===== config.mk =====
export PLATFORM = sky130hd
export DESIGN_NAME = spi_master_ctrl_flat
export DESIGN_NICKNAME = d
export VERILOG_FILES = /design/src/rtl/spi_master_ctrl_if.sv /design/src/rtl/spi_master_ctrl.sv /design/src/flat_wrapper.sv
export SDC_FILE = /design/constraint.sdc
export NUM_CORES = 1
export LEC_CHECK = 0
export CAP_MARGIN = 20
export CORE_ASPECT_RATIO = 1.1
export CORE_UTILIZATION = 40
export DETAILED_ROUTE_END_ITERATION = 10
export SLEW_MARGIN = 25
export SYNTH_ARGS = -nofsm -noshare
export SYNTH_HDL_FRONTEND = slang
export SYNTH_SLANG_ARGS = --single-unit

===== constraint.sdc =====
create_clock -name clk -period 2.5 [get_ports clk]
set_input_delay 0.5 -clock clk [delete_from_list [all_inputs] [get_ports clk]]
set_output_delay 0.5 -clock clk [all_outputs]
set_load 0.02 [all_outputs]

===== src/rtl/spi_master_ctrl_if.sv =====
// Parallel request/response side of the SPI master: one request in, one
// completion pulse (with read data) out.
interface spi_master_ctrl_if #(
  parameter int ADDR_W = 7,
  parameter int DATA_W = 8
);
  logic              start;
  logic              rw;
  logic [ADDR_W-1:0] addr;
  logic [DATA_W-1:0] wdata;
  logic              busy;
  logic              done;
  logic [DATA_W-1:0] rdata;

  modport master (
    output start, rw, addr, wdata,
    input  busy, done, rdata
  );

  modport slave (
    input  start, rw, addr, wdata,
    output busy, done, rdata
  );
endinterface


===== src/rtl/spi_master_ctrl.sv =====
// SPI mode-0 master: turns one {addr, rw, wdata} request into a 16-bit frame
// on sclk/cs/mosi and returns the 8 miso bits of a read in parallel.
module spi_master_ctrl #(
  parameter int CLK_DIV = 4,
  parameter int ADDR_W  = 7,
  parameter int DATA_W  = 8
) (
  input  logic               clk,
  input  logic               reset,
  spi_master_ctrl_if.slave   bus,
  output logic               sclk,
  output logic               cs,
  output logic               mosi,
  input  logic               miso
);

  localparam int FRAME_W = ADDR_W + 1 + DATA_W;
  localparam int CNT_W   = (CLK_DIV > 1) ? $clog2(CLK_DIV) : 1;
  localparam logic [CNT_W-1:0] CNT_LAST = CNT_W'(CLK_DIV - 1);
  localparam logic [4:0] BIT_LAST = 5'(FRAME_W - 1);
  localparam logic [4:0] RX_FIRST = 5'(ADDR_W + 1);

  typedef enum logic [2:0] {IDLE, SETUP, HIGH, LOW, HOLD, GAP} state_t;

  state_t             state;
  logic [CNT_W-1:0]   div_cnt;
  logic               tick;
  logic [4:0]         bit_cnt;
  logic [FRAME_W-2:0] pend;
  logic [DATA_W-1:0]  rx;
  logic               rw_q;
  logic               phase;

  always_comb begin
    tick = (div_cnt == CNT_LAST);
  end

  // mosi is its own register; pend holds only the bits still to be sent.
  always_ff @(posedge clk) begin
    if (reset) begin
      state     <= IDLE;
      div_cnt   <= '0;
      bit_cnt   <= '0;
      pend      <= '0;
      rx        <= '0;
      rw_q      <= 1'b0;
      phase     <= 1'b0;
      bus.busy  <= 1'b0;
      bus.done  <= 1'b0;
      bus.rdata <= '0;
      sclk      <= 1'b0;
      cs        <= 1'b1;
      mosi      <= 1'b0;
    end else begin
      bus.done <= 1'b0;
      if (state == IDLE || tick) div_cnt <= '0;
      else                       div_cnt <= div_cnt + 1'b1;

      case (state)
        IDLE: begin
          sclk <= 1'b0;
          cs   <= 1'b1;
          if (bus.start) begin
            pend     <= {bus.addr[ADDR_W-2:0], bus.rw,
                         bus.rw ? {DATA_W{1'b0}} : bus.wdata};
            mosi     <= bus.addr[ADDR_W-1];
            rw_q     <= bus.rw;
            rx       <= '0;
            bit_cnt  <= '0;
            phase    <= 1'b0;
            bus.busy <= 1'b1;
            cs       <= 1'b0;
            state    <= SETUP;
          end
        end
        SETUP, LOW: begin
          if (tick) begin
            sclk  <= 1'b1;
            state <= HIGH;
          end
        end
        HIGH: begin
          if (tick) begin
            if (rw_q && bit_cnt >= RX_FIRST) rx <= {rx[DATA_W-2:0], miso};
            sclk <= 1'b0;
            if (bit_cnt == BIT_LAST) begin
              mosi  <= 1'b0;
              phase <= 1'b0;
              state <= HOLD;
            end else begin
              mosi    <= pend[FRAME_W-2];
              pend    <= {pend[FRAME_W-3:0], 1'b0};
              bit_cnt <= bit_cnt + 5'd1;
              state   <= LOW;
            end
          end
        end
        // HOLD spans the trailing sclk-low half-period plus the cs hold
        // half-period, giving 36 half-periods per frame in total.
        HOLD: begin
          if (tick) begin
            if (!phase) begin
              phase <= 1'b1;
            end else begin
              phase <= 1'b0;
              cs    <= 1'b1;
              state <= GAP;
            end
          end
        end
        GAP: begin
          if (tick) begin
            if (!phase) begin
              phase <= 1'b1;
            end else begin
              phase    <= 1'b0;
              bus.busy <= 1'b0;
              bus.done <= 1'b1;
              if (rw_q) bus.rdata <= rx;
              state    <= IDLE;
            end
          end
        end
        default: state <= IDLE;
      endcase
    end
  end

endmodule


===== src/flat_wrapper.sv =====
// flat-port wrapper written by rule: the top's interface ports become plain ports
module spi_master_ctrl_flat 
#(
  parameter int CLK_DIV = 4,
  parameter int ADDR_W  = 7,
  parameter int DATA_W  = 8
)
  (clk, reset, sclk, cs, mosi, miso, bus_start, bus_rw, bus_addr, bus_wdata, bus_busy, bus_done, bus_rdata);
  spi_master_ctrl_if #(.ADDR_W(ADDR_W), .DATA_W(DATA_W)) bus_i ();
  input  logic clk;
  input  logic reset;
  output logic sclk;
  output logic cs;
  output logic mosi;
  input  logic miso;
  input wire logic [$bits(bus_i.start)-1:0] bus_start;
  input wire logic [$bits(bus_i.rw)-1:0] bus_rw;
  input wire logic [$bits(bus_i.addr)-1:0] bus_addr;
  input wire logic [$bits(bus_i.wdata)-1:0] bus_wdata;
  output wire logic [$bits(bus_i.busy)-1:0] bus_busy;
  output wire logic [$bits(bus_i.done)-1:0] bus_done;
  output wire logic [$bits(bus_i.rdata)-1:0] bus_rdata;
  assign bus_i.start = bus_start;
  assign bus_i.rw = bus_rw;
  assign bus_i.addr = bus_addr;
  assign bus_i.wdata = bus_wdata;
  assign bus_busy = bus_i.busy;
  assign bus_done = bus_i.done;
  assign bus_rdata = bus_i.rdata;
  spi_master_ctrl #(.CLK_DIV(CLK_DIV), .ADDR_W(ADDR_W), .DATA_W(DATA_W)) u_core (.clk(clk), .reset(reset), .bus(bus_i), .sclk(sclk), .cs(cs), .mosi(mosi), .miso(miso));
endmodule

==> impl_metrics.tcl, run 1 <==
set metrics [dict create \
    start_util_pct 41.6 \
    cts_tree "built" \
    cts_hold_buf 0 \
    multiInputGateArea_mm2 0.00130 \
    cts_sinks 48 \
    synth_area_mm2 0.00240 \
    overflow 0 \
    max_clock_freq_mhz 443 \
    hold_path.class "reg -> reg" \
    syn_to_final_growth_pct 20.0 \
    grt_use_total_pct 17.9 \
    cp-start-kind "flop" \
    rows 29 \
    cp.arrival_ps 2390 \
    ff_latch_area_um2 961 \
    grt_max_degree 48 \
    post_cts_resized 0 \
    synth_common_cells "dfxtp_1, nand2_1, mux2i_1" \
    synth_edf_count 0 \
    critPathKind "reg -> reg" \
    cap_violations 0 \
    io_pins 33 \
    tightest_slew_ps 904 \
    drive_gt1_share_pct 9.72 \
    cts_made_buffers 5 \
    yosysUniqueCellTypes 46 \
    hold_viol 0 \
    cts.path.max_buffers 2 \
    die_w_um 75.9 \
    path_delay_family "compound AO/OA/AOI/OAI gates" \
    crit_top_cell "ha_1" \
    vias_per_cell 5.52 \
    status "complete, no violations" \
    path_buf_inv 0 \
    drt-total-wl_um 5230 \
    fin_worst_skew_ps 4.44 \
    nets 311 \
    drt_iter0_drc 139 \
    ctsHtreeMaxLevel 2 \
    synthFlopType "dfxtp_1" \
    yosysSeqAreaShare_pct 40.0 \
    crit_fanout 18 \
    finalSetupTns_ps 0 \
    drc 0 \
    clk_pin_slew_ps 90 \
    numPortBuffers 32 \
    synth_area_leaders "dfxtp_1, mux2i_1, o311ai_0" \
    slew-limit-headroom_pct 39.7 \
    crit_chain "ha_1 -> and3_1 -> ha_1 -> nand3b_1 -> a21oi_2 -> a31oi_1" \
    core_area_mm2 0.00577 \
    cts_setup_buffers 0 \
    finalCriticalPeriod_ps 2250 \
    syn_nets 288 \
    fillers 536 \
    layout_setup_ws_ps 245 \
    antenna_found_initial 0 \
    worstSkewPairLatency_ps 300 \
    chipHeight_um 83.2 \
    setup_viol 0 \
    power_density_mw_per_mm2 548 \
    leakagePower_nw 1.02 \
    yosysTopAreaCell "dfxtp_1" \
    vdd_ir_drop_max_uv 247 \
    place.gp.congestion 0.787 \
    rsz0062_at_grt "no" \
    synth-seq-cells 48 \
    num_vias 2014 \
    end_kind "flop" \
    wl_per_cell_um 14.3 \
    drt-pass1-iter-count 4 \
    place_ws_ps 226 \
    floorplan.die_area_mm2 0.00631 \
    syn_avg_cell_area_um2 9.09 \
    synth_most_common_cell "dfxtp_1" \
    required_ps 2640 \
    clockRootBuffer "clkbuf_8" \
    period_share_pct 90.2 \
    ant_nets 0 \
    finalMaxSlewViolations 0 \
    synthCells 264 \
    synthArstFlopShare_pct 0 \
    first_global_vias 1888 \
    yosys.area.top_type_share_pct 40.0 \
    cp_slowest_cell "a21oi_2" \
    synth_warnings 0 \
    grt_pass1_wl_um 8830 \
    dp_hpwl_um 3260 \
    antenna_cells 0 \
    slowest_delay_ps 720 \
]
[sequential cells by signal (all words and copies together), names as in the netlist]
signal / count
u_core.bit_cnt: 5
u_core.bus.busy: 1
u_core.bus.done: 1
u_core.bus.rdata: 8
u_core.cs: 1
u_core.div_cnt: 2
u_core.mosi: 1
u_core.pend: 15
u_core.phase: 1
u_core.rw_q: 1
u_core.rx: 8
u_core.sclk: 1
u_core.state: 3
[kinds of logic after synthesis]
kind of cell | after synthesis | share of synthesized area (%)
AND/OR/NAND/NOR | 83 | 18.9
AO/OA/AOI/OAI | 69 | 21.2
adder cells (fa/ha/maj) | 4 | 2.09
multiplexers | 28 | 11.7
flip-flops | 48 | 40.0
buffers and inverters | 32 | 6.00
[placed cells by master, fill, tap and decap left out, drive strengths merged, types with 3 or more instances in the layout]
cell / instances
inv: 7
nor2b: 4
nor3: 3
buf: 9
mux2i: 27
clkdlybuf4s50: 32
nand3b: 6
o32ai: 3
or3b: 7
nand2: 30
a21oi: 13
nand3: 15
clkbuf: 6
nor2: 5
o21bai: 15
o311ai: 14
o21ai: 6
dfxtp: 48
ha: 4
a31oi: 7
[worst reg2reg max path, delay by kind of cell, from the launching register on]
family,cells,cell delay [ps]
AND/OR/NAND/NOR,2,400
adder cells (fa/ha/maj),2,460
flip-flops,1,340
AO/OA/AOI/OAI,2,890
[report_power, final]
part           switching, W  internal (W)  total, W  leakage [nW]
Clock              0.000256      0.000297  0.000553        0.0552
Sequential        0.0000231      0.000797  0.000820         0.391
Combinational      0.000106     0.0000980  0.000204         0.572
[routing by layer]
layer  vias to the layer above  wire length [µm]  global-route usage, %
li1                       1013                 -                      -
met1                       961              2580                   23.8
met2                        33              2420                   28.6
met3                         7               148                   3.64
met4                         0                72                   5.56
met5                         -                 0                      0
[cell type report]
cell class,instances,area share [%]
inverter,7,0.912
multi-input combinational,184,45.2
sequential,48,33.4
tap,77,3.34
clock inverter,2,1.22
timing repair buffer,41,13.5
clock buffer,6,2.52
[through the flow]
step	utilization (%)	hold WS (ps)	cell area [µm²]	total power (W)	instances
6_report	49.9	445	2880	0.00158	365
4_1_cts	49.9	451	2880	0.00159	365
3_5_place_dp	48.1	435	2770	0.00104	357
2_1_floorplan	-	408	2400	0.000970	264
3_3_place_gp	48.1	427	2770	0.00104	357
5_1_grt	49.9	463	2880	0.00165	365
[final timing paths]
path                            cells after the start  slack, ps              start           endpoint
worst min-delay path                                1        440  u_core.div_cnt[0]  u_core.div_cnt[0]
worst min register to register                      1        440  u_core.div_cnt[0]  u_core.div_cnt[0]
worst max register to register                      6        250  u_core.bit_cnt[0]     u_core.pend[3]
worst max-delay path                                6        250  u_core.bit_cnt[0]     u_core.pend[3]
Power figures use the tool's default switching activity.
==> inputs of run 2 (changes only) <==
CTS_CLUSTER_SIZE = 28   (was unset)
==> results of run 2 <==
The final DEF is identical to that of run 1; final timing and power are the same.
==> RTL edit 1: new RTL, config.mk and constraints of run 1 <==
`DATA_W` is set to 8 in 3 places; all go to 10.
--- a/src/rtl/spi_master_ctrl_if.sv
+++ b/src/rtl/spi_master_ctrl_if.sv
@@ -2,7 +2,7 @@
 // completion pulse (with read data) out.
 interface spi_master_ctrl_if #(
   parameter int ADDR_W = 7,
-  parameter int DATA_W = 8
+  parameter int DATA_W = 10
 );
   logic              start;
   logic              rw;
--- a/src/rtl/spi_master_ctrl.sv
+++ b/src/rtl/spi_master_ctrl.sv
@@ -3,7 +3,7 @@
 module spi_master_ctrl #(
   parameter int CLK_DIV = 4,
   parameter int ADDR_W  = 7,
-  parameter int DATA_W  = 8
+  parameter int DATA_W  = 10
 ) (
   input  logic               clk,
   input  logic               reset,
--- a/src/flat_wrapper.sv
+++ b/src/flat_wrapper.sv
@@ -3,7 +3,7 @@
 #(
   parameter int CLK_DIV = 4,
   parameter int ADDR_W  = 7,
-  parameter int DATA_W  = 8
+  parameter int DATA_W  = 10
 )
   (clk, reset, sclk, cs, mosi, miso, bus_start, bus_rw, bus_addr, bus_wdata, bus_busy, bus_done, bus_rdata);
   spi_master_ctrl_if #(.ADDR_W(ADDR_W), .DATA_W(DATA_W)) bus_i ();
Ports: changed (resized bus_rdata and bus_wdata); port bits go from 33 to 37. No check against the original RTL was run, so the function may have changed too.
==> RTL edit 1 against run 1 <==
- wire length shrank 9.0%
- total power grew 8.1%
- first-iteration DRC count shrank 20%
- sequential cell count grew 6
- combinational power shrank 8%
- sequential share of layout area grew 3.6 points
- synthesized area grew 0.99%
- clock power grew 7.2%
- maximum frequency grew 11%
- final area grew 1.5%
- worst setup slack gained 220 ps
==> RTL edit 1: results (changes against run 1) <==
The tightest min-delay check is of the flop to flop type. The worst register-to-register path ends at u_core.pend[7]. The fraction of final layout cells with drive strength greater than 1 came out at 0.0753 (-0.0219). The number of filler cells placed in the layout is 589 (+9.9%). The relative contribution of combinational cells to total power came out at 0.110 (-0.020). The launch point of the worst reg-to-reg path is u_core.state[1].

The largest net degree at the start of global routing is 34 (-29%). The static leakage power came out at 1.08 nW (+5.8%). The cell family with the largest share of critical-path delay is simple AND/OR/NAND/NOR gates. The fraction of power spent switching nets was 0.243 (-0.00144).

The final routed wirelength across all metal layers is 4.76 mm (-9.0%). The biggest fanout along the worst timing path came to 33 (+15). The cell depth of the worst flop-to-flop path is 5 (-1). The run finished with clean final reports.

The share of the yosys chip area belonging to registers came out at 0.446 (+0.0456). The cell at the slowest stage of the critical path is dfxtp_1. The final-stage net count is 317 (+1.9%). The via density per instance is 5.10 (-7.6%). The arrival time of the worst setup path came to 2240 ps (-150 ps).

The number of global-route vias before repair is 1,842 (-2.4%). In the post-synthesis netlist, the biggest area contributors are dfxtp_1 (45%), mux2i_1 (7.0%), a21oi_1 (5.6%), a211oi_1 (5.3%), nor2_1 (5.1%). The hold buffer count at CTS is 0 (unchanged).

The synthesized area per cell came out at 9.22 um^2 (+1.4%). The insertion delay of the later-clocked pin in the worst-skew pair came out at 310 ps. The clock transition at the registers of the reported paths came out at 100 ps. The slew at the pin closest to its max-slew limit was 597 ps (-308 ps).

The clock skew after layout came out at 7.97 ps (+3.53 ps). The post-placement cell count was 361 (+1.1%). The maximum ir drop on the vdd rail was 388 uV (+57%).

The overall track demand over capacity in global routing is 0.161 (-0.0179). The number of buffers inserted by port buffering was 36 (+13%). The setup slack of the worst register-to-register path came out at 470 ps (+220 ps). The post-cts sizing count was 0 (unchanged). The weighted congestion reported at the end of routability-driven placement came out at 0.679 (-14%). The largest registers in the layout are u_core.pend: 17 flops, u_core.bus.rdata: 10 flops, u_core.rx: 10 flops. The commonest cells after synthesis are dfxtp_1 (54), nor2_1 (33), a21oi_1 (27), nand2_1 (18). The total number of H-tree levels came out at 2 (unchanged). The starting DRC count in detailed routing came out at 111 (-20%).

The net count after synthesis was 289 (+0.35%). The final HPWL from detailed placement is 3.04 mm (-6.9%). The number of antenna violations at the first check in global routing came out at 0 (unchanged). The average detailed-routed wire length per instance is 12.9 um (-10%). The global-route wire length before repair came to 8.34 mm (-5.5%). The count of unique library cells instantiated by Yosys is 41 (-11%).

The peak per-stage delay on the critical path came out at 570 ps (-150 ps).
RTL edit 1: worst min-delay path by stage:
stage | startpoint | to | slack [ps] | cells after the start
after floorplan | u_core.div_cnt[0] | u_core.div_cnt[0] | 410 | 1
after global placement | u_core.div_cnt[0] | u_core.div_cnt[0] | 420 | 1
after detailed placement | u_core.div_cnt[0] | u_core.div_cnt[0] | 430 | 1
after CTS | u_core.div_cnt[0] | u_core.div_cnt[0] | 440 | 1
after global routing | u_core.div_cnt[0] | u_core.div_cnt[0] | 480 | 1
final | u_core.div_cnt[0] | u_core.div_cnt[0] | 440 | 1
RTL edit 1: routing by layer:
metal / global-route usage / vias to the layer above / share of wire
li1: - / 986 / -
met1: 0.214 / 866 / 0.52
met2: 0.256 / 24 / 0.43
met3: 0.0361 / 5 / 0.032
met4: 0.0577 / 0 / 0.015
met5: 0 / - / 0
RTL edit 1: metrics by stage:
| stage | setup slack [ps] | hold WS (ps) | area, um^2 | power [W] |
|---|---|---|---|---|
| finish | 467 | 438 | 2920 | 0.00171 |
| global route | 279 | 479 | 2920 | 0.00179 |
| CTS | 487 | 444 | 2920 | 0.00173 |
| detailed placement | 447 | 429 | 2810 | 0.00113 |
| global placement | 486 | 421 | 2810 | 0.00113 |
| floorplan | 880 | 408 | 2420 | 0.00107 |
RTL edit 1: kinds of logic after synthesis:
family,share of synthesized area
adder cells (fa/ha/maj),0.0207
XOR/XNOR,0.0108
AND/OR/NAND/NOR,0.231
AO/OA/AOI/OAI,0.160
multiplexers,0.0702
flip-flops,0.446
buffers and inverters,0.0614
RTL edit 1: layout make-up:
cell class / count / share of cell area
well taps: 77 / 0.0330
clock inverters: 3 / 0.0150
inverters: 5 / 0.00642
flip-flops and latches: 54 / 0.370
multi-input cells: 182 / 0.408
clock buffers: 5 / 0.0235
repair buffers: 43 / 0.144
RTL edit 1: power by group through the flow:
stage	Sequential, W	Combinational (W)	Clock [W]
2_1_floorplan	0.000942	0.000126	0
3_3_place_gp	0.000945	0.000186	0
3_5_place_dp	0.000946	0.000188	0
4_1_cts	0.000926	0.000188	0.000612
5_1_grt	0.000932	0.000211	0.000648
6_report	0.000926	0.000187	0.000593
==> RTL edit 2: new RTL, flow settings as in run 1 <==
Without the edit above. Encoding of `state_t`: now one-hot (6 bits for 6 states).
--- a/src/rtl/spi_master_ctrl.sv
+++ b/src/rtl/spi_master_ctrl.sv
@@ -20,7 +20,7 @@
   localparam logic [4:0] BIT_LAST = 5'(FRAME_W - 1);
   localparam logic [4:0] RX_FIRST = 5'(ADDR_W + 1);
 
-  typedef enum logic [2:0] {IDLE, SETUP, HIGH, LOW, HOLD, GAP} state_t;
+  typedef enum logic [5:0] {IDLE = 6'b000001, SETUP = 6'b000010, HIGH = 6'b000100, LOW = 6'b001000, HOLD = 6'b010000, GAP = 6'b100000} state_t;
 
   state_t             state;
   logic [CNT_W-1:0]   div_cnt;
Check against the original RTL: no difference found for any inputs over 10 cycles, from zero or initial values and one cycle with reset high; not proved beyond that.
==> RTL edit 2 against run 1 <==
- wire length grew 1.6%
- worst setup slack improved by 63 ps
- sequential cell count is 3 higher
- critical path depth decreased by 1
- synthesized area up 3.0%
- non-clock buffer count increased by 3
- final area is 2.0% higher
- total power is 4.2% higher
==> RTL edit 2: results (changes against run 1) <==
The via density per instance came to 5.28 (-4.2%). The clock buffer and inverter area fraction after layout came out at 0.0315 (-0.00586). The total number of H-tree levels is 2 (unchanged). The number of flip-flops and latches in the synthesized netlist came out at 51 (+6.3%). The post-CTS setup repair buffer count was 0 (unchanged). The length of routed met3 wiring is 139 um (-6.1%).

The final core utilization came out at 0.500 (+0.000759). The area of the multi-input gates is 1280 um^2 (-1.3%). The final HPWL from detailed placement was 3.63 mm (+11%). The post-cts sizing count is 0 (unchanged). The static leakage power came out at 1.01 nW (-0.60%). The clock skew after layout came out at 8.75 ps (+4.31 ps). The minimum setup slack after placement is 226 ps (-0.563 ps). The largest net degree at the start of global routing came out at 36 (-25%). The weighted congestion reported at the end of routability-driven placement came out at 0.785 (-0.34%). The count of unique library cells instantiated by Yosys is 52 (+13%). The run finished with clean final reports.

The slew at the pin closest to its max-slew limit is 725 ps (-179 ps). The number of filler cells placed in the layout came out at 590 (+10%). The met2 layer wire length in the routed design was 2.30 mm (-4.9%). The clock transition at the registers of the reported paths is 100 ps.

By count the netlist is led by dfxtp_1 (51), nand2_1 (41), a21oi_1 (22), nor2_1 (22), nand3_1 (18). The number of global-route vias before repair came out at 1,900 (+0.64%). The met1 routing resource usage after global routing came out at 0.240 (+0.00155).

The final routed wirelength across all metal layers is 5.31 mm (+1.6%). The number of multi-input logic gates is 205 (+11%). The footprint of the flip-flops and latches came out at 1020 um^2 (+6.3%). The starting DRC count in detailed routing is 140 (+0.72%). The net count after synthesis is 311 (+8.0%). The class of the worst hold path is flop to flop. The fraction of final layout cells with drive strength greater than 1 is 0.105 (+0.00787). The arrival time of the worst setup path came out at 2390 ps (about the same). The antenna diode count was 0 (unchanged). The maximum ir drop on the vdd rail came out at 365 uV (+48%). In the post-synthesis netlist, the biggest area contributors are dfxtp_1 (41%), nand2_1 (6.2%), a21oi_1 (4.5%), nand3_1 (3.6%), nor2_1 (3.3%).

The global routing met3 resource utilization is 0.0283 (-0.00815). The post-layout instance count excluding filler cells is 391 (+7.1%). The share of the yosys chip area belonging to registers is 0.413 (+0.0125). The met2 demand-to-capacity share in global routing came to 0.282 (-0.00313).

The number of signal-net buffers in the layout came out at 44 (+7.3%). The count of inverters other than clock inverters in the layout came out at 6 (-1). The overall track demand over capacity in global routing was 0.177 (-0.00157). The layout buffering overhead excluding clock cells came out at 0.144 (+0.00923). The final-stage net count came out at 336 (+8.0%). The placed cell area is 2850 um^2 (+2.7%). The biggest fanout along the worst timing path came out at 12 (-6).

The global-route wire length before repair is 9.29 mm (+5.2%). The post-placement cell count came out at 383 (+7.3%). Clock tree synthesis selected as its root buffer the cell clkbuf_8. The synthesized instance count came out at 288 (+9.1%). The detailed-routing wirelength on met1 came out at 2.80 mm (+8.2%).
## RTL edit 2: critical path, cell delays in order (launching register included)
cell and delay, ps:
dfxtp_1 460, or4_4 600, o32ai_4 320, a21boi_4 370, or4_1 240, o22ai_1 90
## RTL edit 2: logic make-up after synthesis
kind of cell / synth area share
fa+ha+maj: 0.0152
xor+xnor: 0.0177
simple gates: 0.266
mux: 0.00860
compound gates: 0.212
flops: 0.413
buf+inv: 0.0678
## RTL edit 2: final timing paths
kind | start | to | cells after the start | slack, ps
worst max-delay path | u_core.state[1] | u_core.bit_cnt[0] | 5 | 310
worst min-delay path | u_core.div_cnt[0] | u_core.div_cnt[0] | 1 | 440
worst max register to register | u_core.state[1] | u_core.bit_cnt[0] | 5 | 310
worst min register to register | u_core.div_cnt[0] | u_core.div_cnt[0] | 1 | 440
## RTL edit 2: where the power goes
group | internal [W] | switching [W]
Combinational | 0.000124 | 0.000135
Clock | 0.000201 | 0.000298
Sequential | 0.000855 | 0.0000298
